`src/rtl/dmem_port_arbiter.sv`:
```
// dmem_port_arbiter
// Shares the single data_memory port between the processor load/store path
// (port 0) and the serial program/debug loader (port 1). Round-robin
// arbitration, one transaction in flight, all outputs registered, fixed read
// latency, and alignment checking before anything reaches the memory.
module dmem_port_arbiter #(
  parameter int ADDR_W     = 32,
  parameter int DATA_W     = 32,
  parameter int RD_LATENCY = 1
) (
  input  logic              clock,
  input  logic              reset,
  // port 0: processor load/store path
  input  logic              req0,
  input  logic              we0,
  input  logic [ADDR_W-1:0] addr0,
  input  logic [DATA_W-1:0] wdata0,
  input  logic [1:0]        size0,
  output logic              gnt0,
  output logic              err0,
  output logic              rvalid0,
  output logic [DATA_W-1:0] rdata0,
  // port 1: serial program/debug loader
  input  logic              req1,
  input  logic              we1,
  input  logic [ADDR_W-1:0] addr1,
  input  logic [DATA_W-1:0] wdata1,
  input  logic [1:0]        size1,
  output logic              gnt1,
  output logic              err1,
  output logic              rvalid1,
  output logic [DATA_W-1:0] rdata1,
  // data_memory side
  output logic [ADDR_W-1:0] mem_addr,
  output logic [DATA_W-1:0] mem_wdata,
  output logic [1:0]        mem_size,
  output logic              mem_re,
  output logic              mem_we,
  input  logic [DATA_W-1:0] mem_rdata,
  output logic              busy
);

  typedef enum logic [1:0] {
    IDLE  = 2'd0,
    ISSUE = 2'd1,
    WAIT  = 2'd2,
    RESP  = 2'd3
  } state_t;

  // Size encodings understood by data_memory.
  localparam logic [1:0] SZ_BYTE = 2'b00;
  localparam logic [1:0] SZ_HALF = 2'b01;
  localparam logic [1:0] SZ_WORD = 2'b11;

  // Counter reload value; RD_LATENCY is limited to 1..4 so two bits suffice.
  localparam logic [1:0] LAT_RELOAD = 2'(RD_LATENCY - 1);

  // A request is rejected if its size is reserved or its address is not
  // naturally aligned for the access width.
  function automatic logic misaligned(input logic [1:0] addr_lsb,
                                      input logic [1:0] size);
    logic bad;
    case (size)
      SZ_BYTE: bad = 1'b0;
      SZ_HALF: bad = addr_lsb[0];
      SZ_WORD: bad = |addr_lsb;
      default: bad = 1'b1;
    endcase
    return bad;
  endfunction

  // Control state
  state_t      state, state_d;
  logic        last_gnt, last_gnt_d;
  logic [1:0]  lat_cnt, lat_cnt_d;
  logic        cur_port, cur_port_d;
  logic        cur_we, cur_we_d;
  logic        cur_err, cur_err_d;

  // Next values of the registered outputs
  logic              gnt0_d, gnt1_d, err0_d, err1_d;
  logic              rvalid0_d, rvalid1_d;
  logic [DATA_W-1:0] rdata0_d, rdata1_d;
  logic [ADDR_W-1:0] mem_addr_d;
  logic [DATA_W-1:0] mem_wdata_d;
  logic [1:0]        mem_size_d;
  logic              mem_re_d, mem_we_d;
  logic              busy_d;

  // Arbitration result: a lone requester wins; on contention the port that
  // did not win last time gets the grant.
  logic              win;
  logic              sel_we;
  logic [ADDR_W-1:0] sel_addr;
  logic [DATA_W-1:0] sel_wdata;
  logic [1:0]        sel_size;
  logic              sel_bad;

  assign win       = (req0 && req1) ? ~last_gnt : req1;
  assign sel_we    = win ? we1    : we0;
  assign sel_addr  = win ? addr1  : addr0;
  assign sel_wdata = win ? wdata1 : wdata0;
  assign sel_size  = win ? size1  : size0;
  assign sel_bad   = misaligned(sel_addr[1:0], sel_size);

  // Next-state and next-output logic; outputs are computed one cycle ahead
  // so that every port leaves the block straight from a flop.
  always_comb begin
    state_d     = state;
    last_gnt_d  = last_gnt;
    lat_cnt_d   = lat_cnt;
    cur_port_d  = cur_port;
    cur_we_d    = cur_we;
    cur_err_d   = cur_err;
    gnt0_d      = 1'b0;
    gnt1_d      = 1'b0;
    err0_d      = 1'b0;
    err1_d      = 1'b0;
    rvalid0_d   = 1'b0;
    rvalid1_d   = 1'b0;
    rdata0_d    = rdata0;
    rdata1_d    = rdata1;
    mem_addr_d  = mem_addr;
    mem_wdata_d = mem_wdata;
    mem_size_d  = mem_size;
    mem_re_d    = 1'b0;
    mem_we_d    = 1'b0;

    case (state)
      IDLE: begin
        if (req0 || req1) begin
          state_d     = ISSUE;
          last_gnt_d  = win;
          cur_port_d  = win;
          cur_we_d    = sel_we;
          cur_err_d   = sel_bad;
          gnt0_d      = ~win;
          gnt1_d      = win;
          err0_d      = sel_bad & ~win;
          err1_d      = sel_bad & win;
          mem_addr_d  = sel_addr;
          mem_wdata_d = sel_wdata;
          mem_size_d  = sel_size;
          mem_we_d    = ~sel_bad & sel_we;
          mem_re_d    = ~sel_bad & ~sel_we;
        end
      end
      ISSUE: begin
        // Writes and rejected requests finish with the grant itself.
        if (cur_err || cur_we) begin
          state_d = IDLE;
        end else begin
          state_d   = WAIT;
          lat_cnt_d = LAT_RELOAD;
        end
      end
      WAIT: begin
        if (lat_cnt == 2'd0) begin
          state_d = RESP;
          if (cur_port) begin
            rdata1_d  = mem_rdata;
            rvalid1_d = 1'b1;
          end else begin
            rdata0_d  = mem_rdata;
            rvalid0_d = 1'b1;
          end
        end else begin
          lat_cnt_d = lat_cnt - 2'd1;
        end
      end
      RESP: begin
        state_d = IDLE;
      end
      default: begin
        state_d = IDLE;
      end
    endcase

    busy_d = (state_d != IDLE);
  end

  // FSM and transaction bookkeeping registers
  always_ff @(posedge clock) begin
    if (!reset) begin
      state    <= IDLE;
      last_gnt <= 1'b1;
      lat_cnt  <= 2'd0;
      cur_port <= 1'b0;
      cur_we   <= 1'b0;
      cur_err  <= 1'b0;
    end else begin
      state    <= state_d;
      last_gnt <= last_gnt_d;
      lat_cnt  <= lat_cnt_d;
      cur_port <= cur_port_d;
      cur_we   <= cur_we_d;
      cur_err  <= cur_err_d;
    end
  end

  // Registered outputs; reset clears everything, dropping any pending read.
  always_ff @(posedge clock) begin
    if (!reset) begin
      gnt0      <= 1'b0;
      gnt1      <= 1'b0;
      err0      <= 1'b0;
      err1      <= 1'b0;
      rvalid0   <= 1'b0;
      rvalid1   <= 1'b0;
      rdata0    <= '0;
      rdata1    <= '0;
      mem_addr  <= '0;
      mem_wdata <= '0;
      mem_size  <= 2'b00;
      mem_re    <= 1'b0;
      mem_we    <= 1'b0;
      busy      <= 1'b0;
    end else begin
      gnt0      <= gnt0_d;
      gnt1      <= gnt1_d;
      err0      <= err0_d;
      err1      <= err1_d;
      rvalid0   <= rvalid0_d;
      rvalid1   <= rvalid1_d;
      rdata0    <= rdata0_d;
      rdata1    <= rdata1_d;
      mem_addr  <= mem_addr_d;
      mem_wdata <= mem_wdata_d;
      mem_size  <= mem_size_d;
      mem_re    <= mem_re_d;
      mem_we    <= mem_we_d;
      busy      <= busy_d;
    end
  end

  // Exclusivity of the per-port and memory-side strobes.
  a_gnt_excl: assert property (@(posedge clock) disable iff (!reset)
                               !(gnt0 && gnt1));
  a_mem_excl: assert property (@(posedge clock) disable iff (!reset)
                               !(mem_re && mem_we));
  a_rv_excl:  assert property (@(posedge clock) disable iff (!reset)
                               !(rvalid0 && rvalid1));

endmodule
```
`config.mk`:
```
export PLATFORM = sky130hd
export DESIGN_NAME = dmem_port_arbiter
export DESIGN_NICKNAME = d
export VERILOG_FILES = /design/src/rtl/dmem_port_arbiter.sv
export SDC_FILE = /design/constraint.sdc
export NUM_CORES = 1
export LEC_CHECK = 0
export ABC_AREA = 1
export BUFFER_PORTS_ARGS = -buffer_cell sky130_fd_sc_hd__buf_2
export CAP_MARGIN = 10
export CORE_UTILIZATION = 39
export DETAILED_ROUTE_END_ITERATION = 10
export MAX_ROUTING_LAYER = met4
export PLACE_DENSITY = 0.75
export SETUP_SLACK_MARGIN = 0.3
export SLEW_MARGIN = 30
export SYNTH_ARGS = -nofsm -noshare
export SYNTH_HDL_FRONTEND = slang
export SYNTH_SLANG_ARGS = --single-unit
```
`constraint.sdc`:
```
create_clock -name clock -period 1.4 [get_ports clock]
set_clock_uncertainty 0.2 [all_clocks]
set_input_delay 0.14 -clock clock [delete_from_list [all_inputs] [get_ports clock]]
set_output_delay 0.14 -clock clock [all_outputs]
set_load 0.05 [all_outputs]
```
==> flow_summary.yaml <==
power:
  seqPwrFrac_pct: 34.0
  leakage_nw: 5.538
  pwr_density_cell_mw_per_mm2: 1280
  clockPowerShare_pct: 31.6
  swShare_pct: 36.28
  switching_power_mw: 5.612
  intPower_mw: 9.857
  irDropWorstVdd_v: 0.001038
  power.total_mw: 15.47
  combPwrFrac_pct: 34.4
cells_and_area:
  fill_cells: 437
  final_cells: 1427
  nets: 1399
  syn2layout_area_growth_pct: 126.8
  fin_util_pct: 90.91
  final_layout_size_suffix_gt1_share_pct: 52.94
worst_setup_path:
  path_cells: "nor2_2, o21ai_2, nor2_4, inv_4, nor2_8, buf_12, buf_12, nand2_1, nand3_1"
  startpoint_type: "register"
  worstPathArrival_ps: 1940
  reg2reg_slack_ps: -390
  critPathBufInv: 3
  slowest_delay_ps: 330
  path_max_fanout: 12
  end_kind: "register"
  crit_family: "simple AND/OR/NAND/NOR gates"
  critPathKind: "register to register"
  cp_data_required_time_ps: 1560
  crit_slowest_cell: "dfxtp_2"
  crit_top_cell: "buf_12"
synthesis:
  yosysSeqAreaShare_pct: 55.22
  synth_area_leaders: "dfxtp_1 55%, nand2_1 15%, nor2_1 10%, o21ai_0 6.3%, nand3_1 5.9%"
  syn-cell-area_mm2: 0.005329
  ys_warn_count: 0
  syn_inst: 703
  syn_area_per_cell_um2: 7.580
  yosysTopAreaCell: "dfxtp_1"
  syn_nets: 874
  synth_cell_type_count: 22
  ys_seq_elements: 147
  synth_top_area_share_pct: 55.22
global_routing:
  grt_overflow: 0
  track_usage_pct: 38.18
  antenna_found_initial: 8
  grt_pass1_wl_um: 39800
  grt_max_degree: 66
  grt_pass1_vias: 7664
status:
  status: "finished with violations"
  violations: "negative hold slack, negative setup slack"
place:
  gp_congestion: 0.8737
  dpl.cell_count: 1180
  port_buffers: 308
  dp_hpwl_um: 12550
clock_tree:
  ctsHoldBuffers: 162
  clkLatencyLatePin_ps: 420
  clkTransAtPathRegs_ps: 60
  htreeDepth: 4
  clockBufferDepth: 2
  root_buffer: "clkbuf_16"
  cts_buffers: 17
  numClockSinks: 147
  cts_tree: "built"
routing:
  remaining_drc_errors: 0
  wl_per_cell_um: 24.91
  vias: 8441
  routed_wl_um: 35550
  drt-pass1-iter-count: 5
  drt_iter0_drc: 994
  via_per_inst: 5.915
  ant_nets: 0
timing:
  holdWs_ps: -110.8
  rsz0062_at_grt: "yes"
  fmaxAchievable_mhz: 559.6
  finalWorstSetupSlack_ps: -387.0
  report.final.slew_viol_count: 0
  relSlewSlack_pct: 48.08
  period_minus_slack_ps: 1787
  finalSetupViolations: 142
  finalCritPeriodShare_pct: 127.6
  tns_ps: -23160
  worstMarginPinSlew_ps: 778.7
  final_hold_viol_count: 3
die:
  row_count: 42
  initial_core_util_pct: 40.08
  core-area_mm2: 0.01330
  dieArea_mm2: 0.01413
  die_h_um: 118.9
  io_pins: 309
  chipWidth_um: 118.9
flow_run:
  max_cap_violations: 0
min_path:
  holdCritPathClass: "primary input to register"
-- registers in the layout (all words and copies together) (netlist names), 2 cells and up --
signal and count:
state 2, rdata0 32, lat_cnt 2, rdata1 32
mem_size 2, mem_addr 32, mem_wdata 32
-- worst min-delay path, cell delays in order --
cell,delay (ps)
buf_2,80
or2_4,110
o21ai_2,60
nand2_1,50
nor2_1,30
-- path summary, 6_finish.rpt --
path              cells past startpoint                        end                     from
hold reg to reg                       2    lat_cnt[1]$_SDFFE_PN0P_  lat_cnt[1]$_SDFFE_PN0P_
hold / removal                        5          mem_re$_SDFF_PN0_                      we1
setup reg to reg                      9  mem_addr[25]$_SDFFE_PN0P_      state[1]$_SDFF_PN0_
setup / recovery                      9  mem_addr[25]$_SDFFE_PN0P_      state[1]$_SDFF_PN0_
-- through the flow --
stage / setup WS, ps / instance area, µm² / hold WS (ps)
detailed placement: -120.7 / 7327 / 143.1
floorplan: -2.285 / 5459 / 53.22
finish: -387.0 / 12090 / -110.8
global route: -440.1 / 12080 / -108.9
global placement: -63.35 / 7327 / 138.0
CTS: -103.0 / 10100 / -134.4
-- cell type report --
type | instances | area, µm² | share of cell area [%]
antenna | 10 | 25.02 | 0.2070
clock buffer | 21 | 460.4 | 3.810
clock inverter | 11 | 151.4 | 1.253
inverter | 12 | 65.06 | 0.5383
multi-input combinational | 507 | 2614 | 21.63
sequential | 147 | 3152 | 26.08
tap | 176 | 220.2 | 1.822
timing repair buffer | 543 | 5399 | 44.67
-- kinds of logic (layout without fill, tap and decap cells) --
logic type      after synthesis  in the layout  synth area share (%)
other cells                   0             10                     0
fa+ha+maj                     1              1                0.2348
flops                       147            147                 55.22
buf+inv                      50            587                 4.391
compound gates               74             74                 7.255
simple gates                431            432                 32.90
-- Yosys cell counts --
master	n
nand2_1	213
nor3_1	2
o21ai_2	1
buf_4	4
clkbuf_1	11
nor2_4	1
inv_4	1
o21ai_0	67
or2_2	3
a22o_1	3
nand3b_1	1
nand2_2	1
ha_1	1
o22ai_1	1
nor2_1	145
nand3_1	63
nor2_8	2
dfxtp_1	147
inv_1	7
buf_2	23
a21oi_1	2
inv_2	4
-- cells in the final DEF (no fill, tap or decap), types with 3 or more instances in the layout --
| master | instances |
|---|---|
| buf_16 | 4 |
| buf_2 | 169 |
| dfxtp_2 | 125 |
| nand3_1 | 56 |
| buf_12 | 17 |
| o21ai_1 | 17 |
| clkbuf_16 | 23 |
| buf_8 | 105 |
| nor2_2 | 22 |
| o21ai_2 | 21 |
| inv_2 | 3 |
| o21ai_0 | 28 |
| buf_6 | 41 |
| bufinv_16 | 3 |
| dlygate4sd3_1 | 162 |
| nand2_1 | 200 |
| inv_6 | 3 |
| clkinvlp_4 | 4 |
| nor2_1 | 100 |
| inv_4 | 3 |
| nand3_2 | 6 |
| nor2_4 | 24 |
| dfxtp_4 | 14 |
| inv_1 | 4 |
| nand2_4 | 3 |
| dfxtp_1 | 8 |
| a22o_1 | 3 |
| buf_4 | 38 |
| nand2_2 | 11 |
| diode_2 | 10 |
-- repair_timing --
item,CTS,global route
gates cloned,5,7
setup buffers,7,24
setup endpoints to repair,286,286
resized for setup,131,706
endpoints found under the hold margin,141,6
pin swaps,7,20
-- power by group through the flow --
stage	Combinational [mW]	Clock [mW]	Sequential, mW
final	5.33	4.88	5.26
after global routing	5.44	5.05	5.28
after CTS	3.90	4.74	4.89
after detailed placement	3.35	0	4.95
after global placement	3.33	0	4.95
after floorplan	0.813	0	6.46
-- routing by layer --
metal / track usage, % / vias up / share of wire [%]
met3: 14.18 / 410 / 12
met5: - / - / 0
met2: 63.05 / 875 / 46
met1: 37.86 / 3844 / 31
met4: 24.84 / 0 / 11
li1: - / 3312 / -
Power figures use the tool's default switching activity.
